File: src/rtl/inst_mem_ctl_pkg.sv
// Shared types and constants for the instruction memory controller.
// BOOT_IMAGE is only consumed when INST_MEM_BOOTROM_EN is defined.
package inst_mem_pkg;

    typedef enum logic [1:0] {
        ST_INIT = 2'd0,
        ST_LOAD = 2'd1,
        ST_RUN  = 2'd2
    } inst_mem_state_t;

    localparam logic [31:0] NOP      = 32'h0000_0013;
    localparam int          BOOT_LEN = 30;

    // Boot/recursion test program: stack setup, recursive call, return.
    localparam logic [31:0] BOOT_IMAGE [0:BOOT_LEN-1] = '{
        32'h0FC00413, 32'h0D800113, 32'h0012AA23, 32'h00812823,
        32'h00500513, 32'h010000EF, 32'h00A12623, 32'h0000006F,
        32'hFF010113, 32'h00112623, 32'h00812423, 32'h00050413,
        32'h00100793, 32'h0087D863, 32'h00100513, 32'h00C0006F,
        32'hFFF40513, 32'hFDDFF0EF, 32'h00850533, 32'h00C12083,
        32'h00812403, 32'h01010113, 32'h00008067, 32'h00000013,
        32'h00000013, 32'h00000013, 32'h00000013, 32'h00000013,
        32'h00000013, 32'h00008067
    };

    function automatic logic [31:0] boot_word(input int unsigned idx);
        if (idx < BOOT_LEN) return BOOT_IMAGE[idx];
        return 32'h0;
    endfunction

endpackage

File: src/rtl/inst_mem_ctl_if.sv
// Fetch and load-stream signals of the instruction memory controller.
// The controller takes the slave modport; the fetch stage / loader the master.
interface inst_mem_ctl_if #(
    parameter int DATA_W = 32,
    parameter int ADDR_W = 32
);
    logic              fetch_req;
    logic [ADDR_W-1:0] fetch_addr;
    logic              fetch_stall;
    logic              fetch_ready;
    logic [DATA_W-1:0] inst;
    logic              inst_valid;
    logic              inst_fault;
    logic              load_start;
    logic              load_valid;
    logic [DATA_W-1:0] load_data;
    logic              load_last;
    logic              load_ready;
    logic              busy;

    modport master (
        output fetch_req, fetch_addr, fetch_stall,
        output load_start, load_valid, load_data, load_last,
        input  fetch_ready, inst, inst_valid, inst_fault, load_ready, busy
    );

    modport slave (
        input  fetch_req, fetch_addr, fetch_stall,
        input  load_start, load_valid, load_data, load_last,
        output fetch_ready, inst, inst_valid, inst_fault, load_ready, busy
    );
endinterface

File: src/rtl/inst_mem_ctl_bram.sv
// Single-port synchronous RAM with registered read, no reset on the array.
// The read register only updates on en so the fetched word holds between fetches.
module inst_mem_bram #(
    parameter int DEPTH  = 64,
    parameter int DATA_W = 32,
    localparam int AW    = $clog2(DEPTH)
) (
    input  logic              clk,
    input  logic              we,
    input  logic              en,
    input  logic [AW-1:0]     addr,
    input  logic [DATA_W-1:0] wdata,
    output logic [DATA_W-1:0] rdata
);
    logic [DATA_W-1:0] mem [DEPTH];
    logic [DATA_W-1:0] r_rdata;

    always_ff @(posedge clk) begin
        if (we) begin
            mem[addr] <= wdata;
        end else if (en) begin
            r_rdata <= mem[addr];
        end
    end

    assign rdata = r_rdata;
endmodule

File: src/rtl/inst_mem_ctl.sv
// Instruction memory controller: INIT fill, run-time LOAD stream, fetch port.
// Define INST_MEM_BOOTROM_EN to fill the store with BOOT_IMAGE during INIT.
module inst_mem_ctl
    import inst_mem_pkg::*;
#(
    parameter int DEPTH  = 64,
    parameter int DATA_W = 32,
    parameter int ADDR_W = 32
) (
    input  logic           clk,
    input  logic           reset,
    inst_mem_ctl_if.slave  bus
);
    localparam int AW = $clog2(DEPTH);

    inst_mem_state_t   r_state;
    logic [AW-1:0]     r_init_ptr;
    logic [AW-1:0]     r_load_ptr;
    logic              r_inst_valid;
    logic              r_inst_fault;
    logic              r_use_nop;

    logic              w_accept;
    logic              w_illegal;
    logic              w_load_acc;
    logic              w_we;
    logic [AW-1:0]     w_addr;
    logic [DATA_W-1:0] w_wdata;
    logic [DATA_W-1:0] w_init_data;
    logic [DATA_W-1:0] w_rdata;

    assign bus.fetch_ready = (r_state == ST_RUN) && !bus.fetch_stall;
    assign bus.load_ready  = (r_state == ST_LOAD);
    assign bus.busy        = (r_state != ST_RUN);

    assign w_accept   = bus.fetch_req && bus.fetch_ready;
    assign w_illegal  = (bus.fetch_addr[1:0] != 2'b00) ||
                        (bus.fetch_addr >= ADDR_W'(DEPTH * 4));
    assign w_load_acc = bus.load_valid && (r_state == ST_LOAD);

`ifdef INST_MEM_BOOTROM_EN
    assign w_init_data = DATA_W'(boot_word(32'(r_init_ptr)));
`else
    assign w_init_data = '0;
`endif

    // The RAM port is shared: writes in INIT/LOAD, reads only in RUN.
    always_comb begin
        w_we    = 1'b0;
        w_addr  = bus.fetch_addr[AW+1:2];
        w_wdata = w_init_data;
        if (r_state == ST_INIT) begin
            w_we   = 1'b1;
            w_addr = r_init_ptr;
        end else if (r_state == ST_LOAD) begin
            w_we    = w_load_acc;
            w_addr  = r_load_ptr;
            w_wdata = bus.load_data;
        end
    end

    inst_mem_bram #(
        .DEPTH  (DEPTH),
        .DATA_W (DATA_W)
    ) u_bram (
        .clk   (clk),
        .we    (w_we),
        .en    (w_accept && !w_illegal),
        .addr  (w_addr),
        .wdata (w_wdata),
        .rdata (w_rdata)
    );

    always_ff @(posedge clk) begin
        if (reset) begin
            r_state      <= ST_INIT;
            r_init_ptr   <= '0;
            r_load_ptr   <= '0;
            r_inst_valid <= 1'b0;
            r_inst_fault <= 1'b0;
            r_use_nop    <= 1'b1;
        end else begin
            case (r_state)
                ST_INIT: begin
                    r_init_ptr <= r_init_ptr + 1'b1;
                    if (r_init_ptr == AW'(DEPTH - 1)) r_state <= ST_RUN;
                end
                ST_RUN: begin
                    if (bus.load_start) begin
                        r_state    <= ST_LOAD;
                        r_load_ptr <= '0;
                    end
                end
                ST_LOAD: begin
                    if (w_load_acc) begin
                        r_load_ptr <= r_load_ptr + 1'b1;
                        if (bus.load_last || r_load_ptr == AW'(DEPTH - 1)) r_state <= ST_RUN;
                    end
                end
                default: r_state <= ST_INIT;
            endcase

            // Faulted fetches return NOP without touching the RAM read register.
            if (!bus.fetch_stall) begin
                if (w_accept) begin
                    r_inst_valid <= 1'b1;
                    r_inst_fault <= w_illegal;
                    r_use_nop    <= w_illegal;
                end else begin
                    r_inst_valid <= 1'b0;
                end
            end
        end
    end

    assign bus.inst       = r_use_nop ? DATA_W'(NOP) : w_rdata;
    assign bus.inst_valid = r_inst_valid;
    assign bus.inst_fault = r_inst_fault;
endmodule
File: src/flat_wrapper.sv
// flat-port wrapper written by rule: the top's interface ports become plain ports
module inst_mem_ctl_flat import inst_mem_pkg::*;
#(
    parameter int DEPTH  = 64,
    parameter int DATA_W = 32,
    parameter int ADDR_W = 32
)
  (clk, reset, bus_fetch_req, bus_fetch_addr, bus_fetch_stall, bus_load_start, bus_load_valid, bus_load_data, bus_load_last, bus_fetch_ready, bus_inst, bus_inst_valid, bus_inst_fault, bus_load_ready, bus_busy);
  inst_mem_ctl_if #(.DATA_W(DATA_W), .ADDR_W(ADDR_W)) bus_i ();
  input  logic clk;
  input  logic reset;
  input wire logic [$bits(bus_i.fetch_req)-1:0] bus_fetch_req;
  input wire logic [$bits(bus_i.fetch_addr)-1:0] bus_fetch_addr;
  input wire logic [$bits(bus_i.fetch_stall)-1:0] bus_fetch_stall;
  input wire logic [$bits(bus_i.load_start)-1:0] bus_load_start;
  input wire logic [$bits(bus_i.load_valid)-1:0] bus_load_valid;
  input wire logic [$bits(bus_i.load_data)-1:0] bus_load_data;
  input wire logic [$bits(bus_i.load_last)-1:0] bus_load_last;
  output wire logic [$bits(bus_i.fetch_ready)-1:0] bus_fetch_ready;
  output wire logic [$bits(bus_i.inst)-1:0] bus_inst;
  output wire logic [$bits(bus_i.inst_valid)-1:0] bus_inst_valid;
  output wire logic [$bits(bus_i.inst_fault)-1:0] bus_inst_fault;
  output wire logic [$bits(bus_i.load_ready)-1:0] bus_load_ready;
  output wire logic [$bits(bus_i.busy)-1:0] bus_busy;
  assign bus_i.fetch_req = bus_fetch_req;
  assign bus_i.fetch_addr = bus_fetch_addr;
  assign bus_i.fetch_stall = bus_fetch_stall;
  assign bus_i.load_start = bus_load_start;
  assign bus_i.load_valid = bus_load_valid;
  assign bus_i.load_data = bus_load_data;
  assign bus_i.load_last = bus_load_last;
  assign bus_fetch_ready = bus_i.fetch_ready;
  assign bus_inst = bus_i.inst;
  assign bus_inst_valid = bus_i.inst_valid;
  assign bus_inst_fault = bus_i.inst_fault;
  assign bus_load_ready = bus_i.load_ready;
  assign bus_busy = bus_i.busy;
  inst_mem_ctl #(.DEPTH(DEPTH), .DATA_W(DATA_W), .ADDR_W(ADDR_W)) u_core (.clk(clk), .reset(reset), .bus(bus_i));
endmodule
File: config.mk
export PLATFORM = sky130hd
export DESIGN_NAME = inst_mem_ctl_flat
export DESIGN_NICKNAME = d
export VERILOG_FILES = /design/src/rtl/inst_mem_ctl_pkg.sv /design/src/rtl/inst_mem_ctl_if.sv /design/src/rtl/inst_mem_ctl_bram.sv /design/src/rtl/inst_mem_ctl.sv /design/src/flat_wrapper.sv
export SDC_FILE = /design/constraint.sdc
export NUM_CORES = 2
export LEC_CHECK = 0
export BUFFER_PORTS_ARGS = -buffer_cell sky130_fd_sc_hd__buf_2
export CAP_MARGIN = 20
export CORE_UTILIZATION = 50
export CTS_CLUSTER_SIZE = 24
export DETAILED_ROUTE_END_ITERATION = 8
export GPL_TIMING_DRIVEN = 0
export PLACE_DENSITY = 0.68
export SKIP_LAST_GASP = 1
export SLEW_MARGIN = 20
export SYNTH_ARGS = -nofsm -noshare
export SYNTH_HDL_FRONTEND = slang
export SYNTH_SLANG_ARGS = --single-unit
File: constraint.sdc
create_clock -name clk -period 4.2 [get_ports clk]
set_input_delay 0 -clock clk [delete_from_list [all_inputs] [get_ports clk]]
set_output_delay 0 -clock clk [all_outputs]
set_load 0.1 [all_outputs]
* Word level (Yosys, flattened, before mapping) *
Memories as Yosys holds them, arrays and structs flattened. A register that Yosys moved wholly into a read port is not among the register bits.
Cells that the tools add are included.

operators by class
  add/sub/neg operators = 2
  order comparisons = 1
  equal/unequal tests = 9
  mux-type cells = 18
  bitwise operators = 2
  reduce and logical (&&, ||, !) cells = 15

operators by type and width
  cell                   number
  $mux W32               3
  $ge A32 B9 Y1 const B  1
  $mux W6                4
  $add A6 B1 Y6 const B  2
  $eq A6 B6 Y1 const B   2
  $pmux W6 S2            1
  $mux W2                4
  $ne A2 B2 Y1 const B   3
  $pmux W2 S3            1
  $mux W1                5
  $logic_and A1 B1 Y1    4
  $ne A2 B1 Y1 const B   2
  $reduce_and A2 Y1      2
  $reduce_and A4 Y1      1
  $reduce_bool A2 Y1     2
  $reduce_and A3 Y1      1
  $eq A2 B1 Y1 const B   1
  $eq A2 B2 Y1 const B   1
  $logic_not A1 Y1       2
  $logic_not A2 Y1       1
  $logic_or A1 B1 Y1     2
  $not A1 Y1             2

word-level totals
  flip-flop bits (word level) = 17
  RAM bits = 2048
  input bits = 71
  memories kept = 1

memory list
  memory             depth  bits a word  rd ports  clocked after Yosys merged registers in  wr ports  line                     RTL
  u_core.u_bram.mem  64     32           1         1                                        1         inst_mem_ctl_bram.sv:15  logic [DATA_W-1:0] mem [DEPTH];

* Depth between registers and ports, before layout *
  depth in word-level cells = 6
  depth in mapped cells = 13
  mapped depth without buffers = 7

* Hierarchy *
Synthesis repeated with hierarchy kept, for this count alone.

second synthesis, totals
  cells, all modules = 4642
  area total of the unflattened synthesis = 80683.6 µm²

by module, submodules not included
  module         times used  cells an instance  area each (µm²)  seq. area each (µm²)
  inst_mem_bram  1           4454               79268.5          62459.9
  inst_mem_ctl   1           188                1415.1           340.3

* Worst setup path before layout *
Ideal clock, no wire load.

  kind = flip-flop to flip-flop
  start = register u_core.r_state[1]
  end = register u_core.u_bram.r_rdata[0], in the netlist u_core.u_bram.rdata[0], read port of u_core.u_bram.mem (enable)
  arrival time = 5.716 ns
  path slack = -1.982 ns
  stages on the path, launching flop included = 9
  path buffers = 3
  period minus slack after synthesis = 6.182 ns
  cell sequence = dfxtp_1 buf_4 buf_4 clkbuf_1 nand2_1 nor2_1 and2_1 nand2_1 nor3_1

on the way
  elaborated cells between the ends (all ways) = 13
  classes of those cells = eq/ne (2); mux (4); bitwise (1); reduce/logical (6)

RTL lines
  item                                line                     RTL
  start: declaration                  inst_mem_ctl.sv:16       inst_mem_state_t r_state;
  start signal: assignment            inst_mem_ctl.sv:76       r_state <= ST_INIT;
  start signal: assignment            inst_mem_ctl.sv:86       if (r_init_ptr == AW'(DEPTH - 1)) r_state <= ST_RUN;
  start signal: assignment            inst_mem_ctl.sv:90       r_state <= ST_LOAD;
  $eq A2 B2 Y1                        inst_mem_ctl.sv:32       assign bus.fetch_ready = (r_state == ST_RUN) && !bus.fetch_stall;
  $logic_and A1 B1 Y1                 inst_mem_ctl.sv:32
  net bus_fetch_ready                 flat_wrapper.sv:19       output wire logic [$bits(bus_i.fetch_ready)-1:0] bus_fetch_ready;
  $logic_and A1 B1 Y1                 inst_mem_ctl.sv:36       assign w_accept = bus.fetch_req && bus.fetch_ready;
  $logic_and A1 B1 Y1                 inst_mem_ctl.sv:68       .en (w_accept && !w_illegal),
  $reduce_and A2 Y1 (no source line)  --
  end: declaration                    inst_mem_ctl_bram.sv:16  logic [DATA_W-1:0] r_rdata;

The timed path passes the listed nets, and every way through them passes these cells.
A chain may end at the register's enable or synchronous reset.

* Final worst setup path *
  start = register u_core.r_state[0]
  end = register u_core.u_bram.r_rdata[21], in the netlist u_core.u_bram.rdata[21], read port of u_core.u_bram.mem (data pin)

on the way
  longest elaborated chain between the ends = 6
  elaborated cells between the ends (all ways) = 13
  classes of those cells = eq/ne (2); mux (4); bitwise (1); reduce/logical (6)

RTL lines
  item                                line                                    RTL
  $eq A2 B1 Y1                        inst_mem_ctl.sv:39, inst_mem_ctl.sv:55
  $logic_and A1 B1 Y1                 inst_mem_ctl.sv:39                      assign w_load_acc = bus.load_valid && (r_state == ST_LOAD);
  $mux W1                             inst_mem_ctl.sv:55                      end else if (r_state == ST_LOAD) begin
  $mux W1                             inst_mem_ctl.sv:52                      if (r_state == ST_INIT) begin
  $not A1 Y1 (no source line)         --
  $reduce_and A2 Y1 (no source line)  --

Several ways; a longest one is shown, not always the timed one.

==> results.toml <==
[final_layout]
syn_to_final_growth_pct = 19.0
multi_input_area_um2 = 19200
stdcell_area_um2 = 97800
layout-drive-gt1-share = 0.170
final_util = 0.600
design.final.nets = 6338
n_fill_cell = 12006
final-seq-area_um2 = 62800
final_common_cell = "edfxtp_1"
mostFrequentLayoutCells = "2,080 x edfxtp_1, 1,286 x nand2_1, 437 x a21oi_1"
fin_cells = 8613

[global_route]
grt_use_total = 0.338
grt_overflow = 0
antenna_found_initial = 21
grt_max_degree = 65
grt_pass1_vias = 52351
grt_pass1_wl_um = 393000

[worst_setup_path]
start_kind = "flip-flop"
reg2reg_depth = 10
crit_required_ns = 4.84
path_max_fanout = 10
end_kind = "flip-flop"
crit_type = "flip-flop to flip-flop"
worstPathArrival_ns = 5.01
r2r_slack_ns = -0.17

[yosys]
synth-edff-count = 2080
seq_area_frac_synth = 0.764
synth_cells = 5643
postSynthAreaPerCell_um2 = 14.6
syn_nets = 5716
synth_cell_types = 49
synth_seq_cells = 2097
async_flop_share = 0
synthFlopType = "edfxtp_1"
ys_warn_count = 0
syn_area_um2 = 82200

[cts]
cts-root-buf = "clkbuf_16"
cts.path.max_buffers = 3
cts_max_level = 4
clock-sinks = 2097
cts_tree = "yes"
numCtsBuffers = 198
clk_pin_slew_ns = 0.06
clock_latency_ns = 0.85

[power_and_ir_drop]
p_leak_uw = 0.0368
max-vdd-ir-drop_v = 0.000464
pwr-share-seq = 0.532
clock_power_share = 0.402
p_switching_uw = 9820
power_density_nw_per_um2 = 438
switching_share = 0.229
combPwrFrac = 0.066
p_int_uw = 33100

[route]
wl_per_cell_um = 33.2
drt_iter0_drc = 9808
vias = 55900
drtAntennaViolNets = 0
routed_via_density = 6.49
route.detailed.drc = 0
first_pass_iters = 8
drt_wl_total_um = 286000

[hold_path]
holdPathStages = 4
worstHoldPathType = "primary input to flip-flop"

[timing]
timing.setup.tns_ns = -2.15
grt_setup_unrepaired = "true"
postLayoutSetupSlackWorst_ns = -0.170
drv_slew = 0
setup_viol = 22
max_slew_margin = 0.208
tightest_slew_ns = 1.18
skew_ns = 0.0279
hold_viol_final = 0
max_freq_mhz = 229
fin_crit_ns = 4.37
fin_crit_sh = 1.04

[floorplanning]
row_count = 148
start_util = 0.505
io_pins = 108
die_area_um2 = 166000
coreArea_um2 = 163000
chipWidth_um = 408
die_h_um = 408

[placed_design]
place_inst = 8068
preCtsSetupSlack_ns = -1.69
routabilityCongestion = 1.08
dp_hpwl_um = 192000
portBuffers = 107
placed_cell_area_um2 = 89200

[outcome]
status = "complete, but fails checks"
violations = "setup timing"

[job]
maxCapViolCount = 0
## state kept, by name (all words and copies together), names as in the netlist
signal / flops
u_core.bus.inst_valid: 1
u_core.r_use_nop: 1
u_core.u_bram.rdata: 32
u_core.r_load_ptr: 6
u_core.r_state: 2
u_core.r_init_ptr: 6
u_core.bus.inst_fault: 1
u_core.u_bram.mem: 2048
## cells in the mapped netlist (all sizes together), types with 2 or more instances
| cell type | n | area share |
|---|---|---|
| a2111oi | 31 | 0.0033 |
| a211oi | 96 | 0.0088 |
| a21oi | 439 | 0.027 |
| a221oi | 2 | 0.00021 |
| a22o | 126 | 0.013 |
| a22oi | 77 | 0.0070 |
| a311oi | 38 | 0.0040 |
| a31oi | 8 | 0.00061 |
| a32o | 34 | 0.0041 |
| a32oi | 106 | 0.011 |
| and2 | 33 | 0.0025 |
| and3 | 149 | 0.011 |
| buf | 212 | 0.013 |
| clkbuf | 164 | 0.0075 |
| dfxtp | 17 | 0.0041 |
| edfxtp | 2080 | 0.76 |
| ha | 2 | 0.00030 |
| inv | 2 | 0.000091 |
| mux2 | 9 | 0.0013 |
| mux2i | 239 | 0.029 |
| nand2 | 1286 | 0.059 |
| nand2b | 2 | 0.00015 |
| nand3 | 182 | 0.011 |
| nand3b | 6 | 0.00055 |
| nand4 | 43 | 0.0033 |
| nor2 | 94 | 0.0043 |
| nor2b | 30 | 0.0023 |
| nor3 | 6 | 0.00049 |
| nor4 | 39 | 0.0030 |
| o21a | 5 | 0.00046 |
| o21ai | 9 | 0.00064 |
| o21bai | 2 | 0.00018 |
| o22ai | 54 | 0.0041 |
| or2 | 4 | 0.00030 |
| or4 | 4 | 0.00037 |
| xor2 | 7 | 0.00075 |
## cells by family (layout without fill, tap and decap cells)
family / Yosys count / count (layout) / share of synthesized area
XOR/XNOR: 8 / 8 / 0.000852
buffers and inverters: 378 / 1160 / 0.0209
multiplexers: 248 / 248 / 0.0304
AND/OR/NAND/NOR: 1880 / 1882 / 0.0985
AO/OA/AOI/OAI: 1030 / 1030 / 0.0853
flip-flops: 2097 / 2097 / 0.764
other: 0 / 11 / 0
adder cells (fa/ha/maj): 2 / 2 / 0.000304
## stage by stage
step | hold slack (ns) | power [µW]
floorplan | 0.0716 | 24500
global placement | 0.235 | 25700
detailed placement | 0.230 | 25800
CTS | 0.0367 | 42600
global route | 0.0972 | 43600
finish | 0.0678 | 42900
## worst max-delay path: stages (launching register included)
cell and delay [ns]:
dfxtp_1 0.33, buf_6 0.12, mux2_2 0.35, mux2i_2 0.61, buf_2 0.54, nand4_1 0.55
buf_1 0.53, o22ai_2 0.59, nor4_2 0.06, buf_4 0.20, nand4_1 0.25
## power by group through the flow
stage               clock (µW)  combinational [µW]  sequential [µW]
floorplan                    0                1250            23300
global placement             0                2400            23300
detailed placement           0                2550            23300
CTS                      17100                2660            22800
global route             17900                2860            22800
finish                   17200                2830            22800
## path summary, 6_finish.rpt
kind | end | from
min reg2reg | u_core.r_load_ptr[5]$_SDFFE_PP0P_ | u_core.r_load_ptr[5]$_SDFFE_PP0P_
max reg2reg | u_core.u_bram.rdata[21]$_DFFE_PP_ | u_core.r_state[0]$_SDFFE_PP0P_
max | u_core.u_bram.rdata[21]$_DFFE_PP_ | u_core.r_state[0]$_SDFFE_PP0P_
min | u_core.r_state[0]$_SDFFE_PP0P_ | bus_load_start
## what timing repair did
item | 4_1_cts | 5_1_grt
endpoints found under the hold margin | 1898 | 0
gates cloned | 2 | 0
resized for setup | 121 | 138
setup endpoints to repair | 2080 | 267
pin swaps | 44 | 9
buffers inserted | 123 | 1
hold buffers | 48 | 0
## metal layers
layer	share of wire	track usage
met1	0.35	0.437
met2	0.43	0.498
met3	0.15	0.117
met4	0.068	0.189
met5	0.0013	0.00690
## layout make-up
cell class	instances	share of cell area
Clock buffer	253	0.0538
Timing Repair Buffer	422	0.0520
Inverter	2	0.0000767
Antenna cell	11	0.000281
Clock inverter	109	0.00837
Multi-Input combinational cell	3170	0.196
Sequential cell	2097	0.642
Buffer	374	0.0198
Tap cell	2175	0.0278
(Power assumes the default switching activity.)
